**src/rtl/seg_scan_decoder.sv**
```systemverilog
// Reader for a multiplexed seven-segment bus. Each digit pattern must hold for
// STABLE_CYCLES synced samples before it is decoded; a full set of digits forms one frame.
module seg_scan_decoder #(
  parameter int DIGITS         = 4,
  parameter int STABLE_CYCLES  = 4,
  parameter int TIMEOUT_CYCLES = 4096
) (
  input  logic                clk,
  input  logic                rst,
  input  logic [DIGITS-1:0]   an_in,
  input  logic [6:0]          seg_in,
  output logic [4*DIGITS-1:0] value,
  output logic                frame_valid,
  output logic                frame_err,
  output logic                stale
);

  localparam int CW = $clog2(STABLE_CYCLES + 1);
  localparam int TW = $clog2(TIMEOUT_CYCLES + 1);

  typedef enum logic {COLLECT, EMIT} state_t;
  state_t state, state_nxt;

  logic [DIGITS-1:0]   an_s1, an_s2, an_prev;
  logic [6:0]          seg_s1, seg_s2, seg_prev;
  logic [CW-1:0]       cnt;
  logic [TW-1:0]       idle_cnt;
  logic [DIGITS-1:0]   sel, mask, err_reg, cap_bits;
  logic [3:0]          nibble_reg [DIGITS];
  logic [4*DIGITS-1:0] nib_flat;
  logic                sel_legal, same, cap, timeout, dec_err;
  logic [3:0]          dec_nib;

  // Sync flops idle at the blank pattern so reset never looks like a digit.
  always_ff @(posedge clk or posedge rst) begin
    if (rst) begin
      an_s1    <= '1;
      an_s2    <= '1;
      an_prev  <= '1;
      seg_s1   <= '1;
      seg_s2   <= '1;
      seg_prev <= '1;
    end else begin
      an_s1    <= an_in;
      an_s2    <= an_s1;
      an_prev  <= an_s2;
      seg_s1   <= seg_in;
      seg_s2   <= seg_s1;
      seg_prev <= seg_s2;
    end
  end

  assign sel       = ~an_s2;
  assign sel_legal = (sel != '0) && ((sel & (sel - DIGITS'(1))) == '0);
  assign same      = ({an_s2, seg_s2} == {an_prev, seg_prev});
  assign cap       = sel_legal && same && (cnt == CW'(STABLE_CYCLES - 2));
  assign cap_bits  = cap ? sel : '0;
  assign timeout   = (state == COLLECT) && (mask != '0) && !cap &&
                     (idle_cnt == TW'(TIMEOUT_CYCLES - 1));

  always_ff @(posedge clk or posedge rst) begin
    if (rst) begin
      cnt      <= '0;
      idle_cnt <= '0;
    end else begin
      if (!sel_legal || !same)
        cnt <= '0;
      else if (cnt != CW'(STABLE_CYCLES))
        cnt <= cnt + CW'(1);
      if (cap)
        idle_cnt <= '0;
      else if (idle_cnt != TW'(TIMEOUT_CYCLES))
        idle_cnt <= idle_cnt + TW'(1);
    end
  end

  // Active-low segment patterns, bit 6 = a ... bit 0 = g.
  always_comb begin
    dec_nib = 4'h0;
    dec_err = 1'b0;
    case (seg_s2)
      7'h01: dec_nib = 4'h0;
      7'h4F: dec_nib = 4'h1;
      7'h12: dec_nib = 4'h2;
      7'h06: dec_nib = 4'h3;
      7'h4C: dec_nib = 4'h4;
      7'h24: dec_nib = 4'h5;
      7'h20: dec_nib = 4'h6;
      7'h0F: dec_nib = 4'h7;
      7'h00: dec_nib = 4'h8;
      7'h04: dec_nib = 4'h9;
      7'h08: dec_nib = 4'hA;
      7'h60: dec_nib = 4'hB;
      7'h31: dec_nib = 4'hC;
      7'h42: dec_nib = 4'hD;
      7'h30: dec_nib = 4'hE;
      7'h38: dec_nib = 4'hF;
      default: dec_err = 1'b1;
    endcase
  end

  always_comb begin
    for (int i = 0; i < DIGITS; i++)
      nib_flat[4*i +: 4] = nibble_reg[i];
  end

  always_ff @(posedge clk or posedge rst) begin
    if (rst)
      state <= COLLECT;
    else
      state <= state_nxt;
  end

  always_comb begin
    state_nxt   = state;
    frame_valid = 1'b0;
    case (state)
      COLLECT: if (&mask) state_nxt = EMIT;
      EMIT: begin
        frame_valid = 1'b1;
        state_nxt   = COLLECT;
      end
      default: state_nxt = COLLECT;
    endcase
  end

  // Frame outputs load on entry to EMIT so they are valid alongside the pulse;
  // the mask clear happens on the way out, keeping any capture made during EMIT.
  always_ff @(posedge clk or posedge rst) begin
    if (rst) begin
      for (int i = 0; i < DIGITS; i++)
        nibble_reg[i] <= 4'h0;
      mask      <= '0;
      err_reg   <= '0;
      value     <= '0;
      frame_err <= 1'b0;
      stale     <= 1'b0;
    end else begin
      for (int i = 0; i < DIGITS; i++)
        if (cap_bits[i])
          nibble_reg[i] <= dec_nib;
      if (state == EMIT) begin
        mask    <= cap_bits;
        err_reg <= cap_bits & {DIGITS{dec_err}};
      end else if (timeout) begin
        mask    <= '0;
        err_reg <= '0;
      end else begin
        mask    <= mask | cap_bits;
        err_reg <= (err_reg & ~cap_bits) | (cap_bits & {DIGITS{dec_err}});
      end
      if ((state == COLLECT) && (&mask)) begin
        value     <= nib_flat;
        frame_err <= |err_reg;
        stale     <= 1'b0;
      end else if (timeout) begin
        stale <= 1'b1;
      end
    end
  end

endmodule
```
**config.mk**
```make
export PLATFORM = sky130hd
export DESIGN_NAME = seg_scan_decoder
export DESIGN_NICKNAME = d
export VERILOG_FILES = /design/src/rtl/seg_scan_decoder.sv
export SDC_FILE = /design/constraint.sdc
export NUM_CORES = 1
export LEC_CHECK = 0
export ABC_AREA = 1
export BUFFER_PORTS_ARGS = -buffer_cell sky130_fd_sc_hd__buf_4
export CAP_MARGIN = 20
export CORE_AREA = 8 8 96 98
export CTS_CLUSTER_DIAMETER = 100
export CTS_CLUSTER_SIZE = 8
export DETAILED_ROUTE_END_ITERATION = 10
export DIE_AREA = 0 0 104 106
export PLACE_DENSITY_LB_ADDON = 0.2
export SLEW_MARGIN = 10
export SYNTH_ARGS = -nofsm -noshare
export SYNTH_HDL_FRONTEND = slang
export SYNTH_SLANG_ARGS = --single-unit
```
**constraint.sdc**
```tcl
create_clock -name clk -period 3.6 [get_ports clk]
set_input_delay 0.9 -clock clk [delete_from_list [all_inputs] [get_ports clk]]
set_output_delay 0.9 -clock clk [all_outputs]
set_load 0.01 [all_outputs]
```
==> results of run 1 <==
==> power groups by stage <==
stage	clock network (W)	registers (W)	logic [W]
finish	0.000640	0.00108	0.0000846
detailed placement	0	0.00110	0.0000867
CTS	0.000667	0.00108	0.0000869
global placement	0	0.00110	0.0000853
floorplan	0	0.00110	0.0000599
global route	0.000703	0.00109	0.0000982
==> per-stage QoR <==
step	cell area, um2	power, W	setup WS (ns)	std cells
floorplan	4170	0.00116	0.363	457
detailed placement	4510	0.00119	1.26	588
global placement	4510	0.00119	1.37	588
CTS	4700	0.00184	1.24	604
global route	4700	0.00189	0.884	604
finish	4700	0.00181	1.25	604
==> worst max path at each step <==
| stage | startpoint | to | slack [ns] | depth (start not counted) |
|---|---|---|---|---|
| CTS | seg_s2[4] | nib_flat[2] | 1.24 | 9 |
| finish | an_s2[1] | nib_flat[2] | 1.25 | 9 |
| floorplan | rst | cnt[0] | 0.36 | 1 |
| global route | an_s2[1] | nib_flat[2] | 0.88 | 9 |
| detailed placement | seg_s2[4] | nib_flat[2] | 1.26 | 9 |
| global placement | an_s2[1] | nib_flat[0] | 1.37 | 9 |
==> worst max-delay path, stage by stage, from the launching register on <==
cell,delay (ns)
dfstp_2,0.58
inv_2,0.10
nand2_1,0.07
nand2_1,0.07
a21oi_1,0.13
nand4_1,0.11
nor2_2,0.68
nand3_1,0.31
nand2_1,0.14
nand2_1,0.07
==> logic make-up (layout without fill, tap and decap cells) <==
family	after synthesis	count (layout)
DFF	92	92
xor gates and xnor gates	5	5
and+or+nand+nor	268	268
buffers and inverters	58	100
adders and majority gates	5	5
muxes	16	16
AOI/OAI and AO/OA	13	13
==> final cells by class <==
type | instances | area (um2) | area share, %
Sequential cell | 92 | 2340 | 49.9
Multi-Input combinational cell | 307 | 1580 | 33.6
Timing Repair Buffer | 34 | 268 | 5.70
Tap cell | 105 | 131 | 2.79
Clock inverter | 4 | 32.5 | 0.692
Inverter | 50 | 189 | 4.02
Clock buffer | 12 | 155 | 3.30
==> per-layer routing <==
| layer | vias up | routed length, um | part of all wire (%) |
|---|---|---|---|
| met1 | 1396 | 3480 | 48 |
| met2 | 48 | 3410 | 47 |
| met3 | 11 | 277 | 3.8 |
| met4 | 0 | 118 | 1.6 |
| met5 | - | 0 | 0 |
| li1 | 1538 | - | - |
==> layout by cell type (no fill, tap or decap), drive strengths merged <==
master	instances
a21oi	6
a31oi	2
buf	34
clkbuf	12
clkinv	3
clkinvlp	2
dfrtp	59
dfstp	33
ha	5
inv	49
mux2	16
nand2	151
nand3	26
nand3b	2
nand4	24
nor2	50
nor3	10
nor4	3
o211a	1
o21ai	3
o21bai	1
or2	2
xnor2	2
xor2	3
==> metrics.md, run 1 <==
| Metric | Value |
|---|---|
| Flops & latches, synth | slightly above 90 |
| WL/cell | roughly 12 um |
| FF-to-FF path depth | 9 |
| Initial Utilization | around 53% |
| Setup Fix Bufs, Post-CTS | 0 |
| Clock latency on the worst-skew pair | around 0.35 ns |
| First-pass GRT wire length | 13100 um |
| RSZ-0062 raised after global routing | no |
| Drt via density | 4.96 |
| Worst Hold End | seg_s2[1] |
| Number of global-route vias before repair | approximately 3000 |
| WS Path Type | flop to flop |
| PortBufs | 31 |
| Hold-fix buffers at CTS | 0 |
| Slew Limit Fails | 0 |
| Tightest Pin Transition | between 0.8 and 0.9 ns |
| Post-Synth Simple-Gate Area | between 20 and 30% |
| Clk buf depth | 2 |
| Synth Flop Type | dfrtp_1 |
| Final critical-path required period | roughly 2.4 ns |
| FILL cells | just over 700 |
| Post-cts resize count | 0 |
| Met2 Resource Use GR | a little under a quarter |
| Largest net degree at the start of global routing | 49 |
| # diodes | 0 |
| Seq pwr share | between 50% and 60% |
| Die height | around 110 um |
| Synth top cells by count | 150 x nand2_1, 59 x dfrtp_1, 45 x nor2_1 |
| TritonCTS buffer count | 9 |
| Complex-gate fraction of the synthesized area | under 10% |
| Final setup violation count | 0 |
| Final core occ | between 50% and 60% |
| M1 GR Usage | 16.9% |
| Largest family of logic cells by synthesized area | simple AND/OR/NAND/NOR gates |
| Clock share of power | between 30% and 40% |
| Synth Cell Area | 4170 um2 |
| Die Area | about 11000 um2 |
| Yosys warns | 0 |
| Slew margin rel. | between 40% and 50% |
| CP required | 3.84 ns |
| Outcome | finished, final reports clean |
| GPL Wtd Cong | ~0.9 |
| Final net count | 512 |
| Min-delay src | seg_s1[1] |
| EDFF count, synth | 0 |
| Area leader, netlist | dfrtp_1 |
| Die width | between 100 and 150 um |
| Worst hold stages | 0 |
| R2r endpoint | nib_flat[2] |
| Iter 0 DRT Violations | 120 |
| Sequential element share of the synthesized area | between 50% and 60% |
| FFs w/ async S/R, synth | 100% |
| FF-to-FF setup slack | 1.25 ns |
| Final Hold Fails | 0 |
| CTS clk-pin slew, worst paths | roughly 0.09 ns |
| Total GRT Usage | roughly 14% |
| Internal Pwr Total | roughly 0.0014 W |
| Synth-to-Final Area Change | 12.8% |
| H-tree lvl count | 3 |
| CORE AREA | around 8000 um2 |
| Worst Path Arrival | approximately 2.6 ns |
| Distinct cells, synth | 34 |
| Leakage | about 2.5 nW |
| CP Capture Type | flop |
| Achievable Freq | 425 MHz |
| Combinational share of power | under 10% |
| Drt total wl | approximately 7300 um |
| Via count | roughly 3000 |
| Clock Sinks | 92 |
| GRT Residual Overflow | 0 |
| Layout cells sized above 1 | about a quarter |
| Hold Crit Class | flop to flop |
| Post-Synth Adder-Cell Area | roughly 1.5% |
| Skew final | between 0.009 and 0.01 ns |
| Clock Tree Root | clkbuf_8 |
| Largest cells by area after synthesis | dfrtp_1 35%, dfstp_2 21%, nand2_1 14%, mux2_2 4.3%, nor2_1 4.1% |
| Cell row count | 33 |
| Antenna-violating nets left | 0 |
| TNS Setup | 0 ns |
| Global routing's busiest layer | met2 |
| Sw Share | between 20% and 30% |
| Worst VDD drop | between 0.0003 and 0.0004 V |
| Cell area power density | 384 nW/um2 |
| Post-synth top area share | around 35% |
| Area share of xor/xnor cells in the synthesized design | 1.05% |
| Tcrit/Tclk final | between 60% and 70% |
| Pre-antenna DRT Iters | 4 |
| Met3 usage | approximately 4% |
| Avg Inst Size Synth | 9.12 um2 |
| Cells after Synth | ~460 |
| Worst reg2reg startpoint | an_s2[1] |
| CP Launch Type | flop |
| Top-level I/O count | 32 |
| DP Wirelength | between 5000 and 6000 um |
| Mux cell area share after synthesis | 4.32% |
| P_sw | 0.000420 W |
| Most common cell in the netlist | nand2_1 |
| Initial antenna violation count | 0 |
| Hold Worst Slack | 0.357 ns |
| Post-route DRC | 0 |
| Max FO, Critical Path | 21 |
| TritonCTS clock tree | built |
| Max-cap check violation count | 0 |
| Syn_nets | between 400 and 500 |
(Power assumes the default switching activity.)
==> inputs of run 2 (changes only) <==
--- a/config.mk
+++ b/config.mk
@@ -8,11 +8,11 @@
 export ABC_AREA = 1
 export BUFFER_PORTS_ARGS = -buffer_cell sky130_fd_sc_hd__buf_4
 export CAP_MARGIN = 20
-export CORE_AREA = 8 8 96 98
+export CORE_AREA = 8 8 97 99
 export CTS_CLUSTER_DIAMETER = 100
 export CTS_CLUSTER_SIZE = 8
 export DETAILED_ROUTE_END_ITERATION = 10
-export DIE_AREA = 0 0 104 106
+export DIE_AREA = 0 0 105 107
 export PLACE_DENSITY_LB_ADDON = 0.2
 export SLEW_MARGIN = 10
 export SYNTH_ARGS = -nofsm -noshare
==> constraint.sdc (replaced) <==
create_clock -name clk -period 2.1 [get_ports clk]
set_input_delay 0.525 -clock clk [delete_from_list [all_inputs] [get_ports clk]]
set_output_delay 0.525 -clock clk [all_outputs]
set_load 0.01 [all_outputs]
==> run 2 against run 1 <==
Against the previous run:
- utilization is 0.54 points higher
- total power is 88% higher
- flip-flop and latch count stayed put
- global-route usage hardly changed
- fmax is 28% higher
- largest cell class unchanged
- clock-buffer cell count is 2 lower
- register-to-register slack worse by 0.99 ns
- final cell count is 0.83% higher
- via count is 0.67% higher
- clock power is 120% higher
==> metrics.md, run 2 (same netlist as run 1, synthesis figures left out) <==
| Metric | Value |
|---|---|
| CP cell instances | inv_2 -> nand2_1 -> nand2_1 -> nor2_1 -> nand4_1 -> nor2_2 -> buf_4 -> nand3_2 -> nand2_1 -> nand2_1 |
| Iter 0 DRT Violations | 180 (+50%) |
| CP max stage delay | 0.58 ns (-0.10 ns) |
| RSZ-0062 raised after global routing | no |
| CP Launch Type | flop |
| Tightest Pin Transition | 0.397 ns (-0.468 ns) |
| Skew final | 0.0121 ns (+0.00266 ns) |
| Achievable Freq | 544 MHz (+28%) |
| Layout cells sized above 1 | 25.6% (+0.75 points) |
| Finished Cell Area | 4790 um2 (+2.0%) |
| Clock Tree Root | clkbuf_8 |
| Antenna-violating nets left | 0 (unchanged) |
| Max-cap check violation count | 0 (unchanged) |
| Hold-fix buffers at CTS | 0 (unchanged) |
| H-tree lvl count | 3 (unchanged) |
| CP dominant cell by count | nand2_1 |
| GPL Wtd Cong | 0.923 (+4.5%) |
| Synth-to-Final Area Change | 15.0% |
| Cell row count | 33 (unchanged) |
| Power Total | 0.00339 W (+88%) |
| Clk buf depth | 2 (unchanged) |
| Number of global-route vias before repair | 2973 (-0.50%) |
| Worst slack, placed | 0.270 ns (-0.991 ns) |
| Crit path max-delay cell type | dfstp_2 |
| Max FO, Critical Path | 19 (-9.5%) |
| Hold Crit Class | primary input to flop |
| First-pass GRT wire length | 13000 um (-0.42%) |
| Largest net degree at the start of global routing | 51 (+4.1%) |
| Worst Path Arrival | 2.10 ns (-0.49 ns) |
| Initial Utilization | 52.6% (-0.55 points) |
| Final net count | 517 (+0.98%) |
| TNS Setup | 0 ns (unchanged) |
| FF-to-FF path depth | 10 (+1) |
| Final setup violation count | 0 (unchanged) |
| Hold Worst Slack | 0.271 ns (-0.0853 ns) |
| Worst path buffer plus inverter count | 2 (+1) |
| CP delay by family, top | simple AND/OR/NAND/NOR gates |
| Most frequent cells in the layout | 150 x nand2_1, 59 x dfrtp_1, 44 x nor2_1 |
| Initial antenna violation count | 0 (unchanged) |
| Post-route DRC | 0 (unchanged) |
| Cell area power density | 707 nW/um2 (+84%) |
| Met3 routed WL | 226 um (-18%) |
| Final Hold Fails | 0 (unchanged) |
| GRT Residual Overflow | 0 (unchanged) |
| Leakage | 2.53 nW (+2.2%) |
| TritonCTS buffer count | 9 (unchanged) |
| DP Wirelength | 5650 um (+4.3%) |
| Pre-antenna DRT Iters | 4 (unchanged) |
| Crit. path cell count | 10 (+1) |
| Top layer in use | met4 |
| CTS clk-pin slew, worst paths | 0.09 ns (about the same) |
| WS Path Type | flop to flop |
| CP required | 2.36 ns (-1.48 ns) |
| PnR worst setup slack | 0.261 ns (-0.989 ns) |
| Slew margin rel. | 73.4% (+31 points) |
| # diodes | 0 (unchanged) |
| Die height | 107 um (+0.94%) |
| PortBufs | 31 (unchanged) |
| Worst VDD drop | 0.000477 V (+44%) |
| Total GRT Usage | 14.2% (+0.024 points) |
| Drt total wl | 7480 um (+2.6%) |
| Outcome | finished, final reports clean |
| Top-level I/O count | 32 (unchanged) |
| Final critical-path required period | 1.84 ns (-0.511 ns) |
| Worst hold stages | 1 (+1) |
| WL met2 | 3590 um (+5.1%) |
| Post-cts resize count | 0 (unchanged) |
| Commonest non-fill, non-tap cell in the layout | nand2_1 |
| Placed cell areas | 4550 um2 (+0.89%) |
| FILL cells | 680 (-4.4%) |
| CORE AREA | 7930 um2 (+1.1%) |
| Metal-1 WL | 3510 um (+0.95%) |
| Drt via density | 4.95 (-0.16%) |
| Via count | 3013 (+0.67%) |
| Setup Fix Bufs, Post-CTS | 0 (unchanged) |
| Tcrit/Tclk final | 87.6% (+22 points) |
| Clock latency on the worst-skew pair | 0.36 ns (about the same) |
| TritonCTS clock tree | built |
| Slew Limit Fails | 0 (unchanged) |
| Clock Sinks | 92 (unchanged) |
| Die Area | 11200 um2 (+1.9%) |
| CP Capture Type | flop |
| Die width | 105 um (+0.96%) |
| WL/cell | 12.3 um (+1.7%) |
[run 2: cell types whose count changed in the layout (fill, tap and decap cells not counted)]
| cell | before | now |
|---|---|---|
| clkinv_4 | 1 | 2 |
| inv_6 | 1 | 0 |
| clkinvlp_4 | 2 | 1 |
| clkbuf_8 | 11 | 9 |
| buf_4 | 33 | 38 |
| bufinv_16 | 0 | 3 |
[run 2: final timing paths]
check                          start            to  slack [ns]
setup / recovery            an_s2[2]  nib_flat[14]        0.26
hold / removal             seg_in[3]     seg_s1[3]        0.27
hold reg to reg            seg_s1[2]     seg_s2[2]        0.36
max in group asynchronous        rst   seg_prev[0]        1.39
setup reg to reg            an_s2[2]  nib_flat[14]        0.26
min in group asynchronous        rst   seg_prev[4]        0.38
[run 2: area by class of cell]
type | count | area (um2) | area share, %
Inverter | 50 | 191 | 3.99
Sequential cell | 92 | 2340 | 48.9
Clock buffer | 10 | 128 | 2.66
Timing Repair Buffer | 39 | 305 | 6.37
Multi-Input combinational cell | 307 | 1580 | 33.0
Tap cell | 105 | 131 | 2.74
Clock inverter | 6 | 113 | 2.35
[run 2: layer usage]
metal	vias to the layer above	track usage, %
li1	1539	-
met1	1413	17.1
met2	47	23.7
met3	14	2.88
met4	0	7.44
met5	-	0
[run 2: stage by stage]
step / cells / utilization, %
CTS: 609 / 60.5
global route: 609 / 60.5
detailed placement: 593 / 57.4
global placement: 593 / 57.4
floorplan: 457 / -
finish: 609 / 60.5
[run 2: worst reg2reg max path, delay by kind of cell (launching register included)]
| kind | cells | cell delay [ns] |
|---|---|---|
| and+or+nand+nor | 8 | 0.81 |
| DFF | 1 | 0.58 |
| buffers and inverters | 2 | 0.37 |
[run 2: where the power goes]
part | leakage [nW] | internal (W) | switching, W
sequential | 1.16 | 0.00183 | 0.0000264
combinational | 1.25 | 0.0000490 | 0.000100
clock | 0.120 | 0.000793 | 0.000594
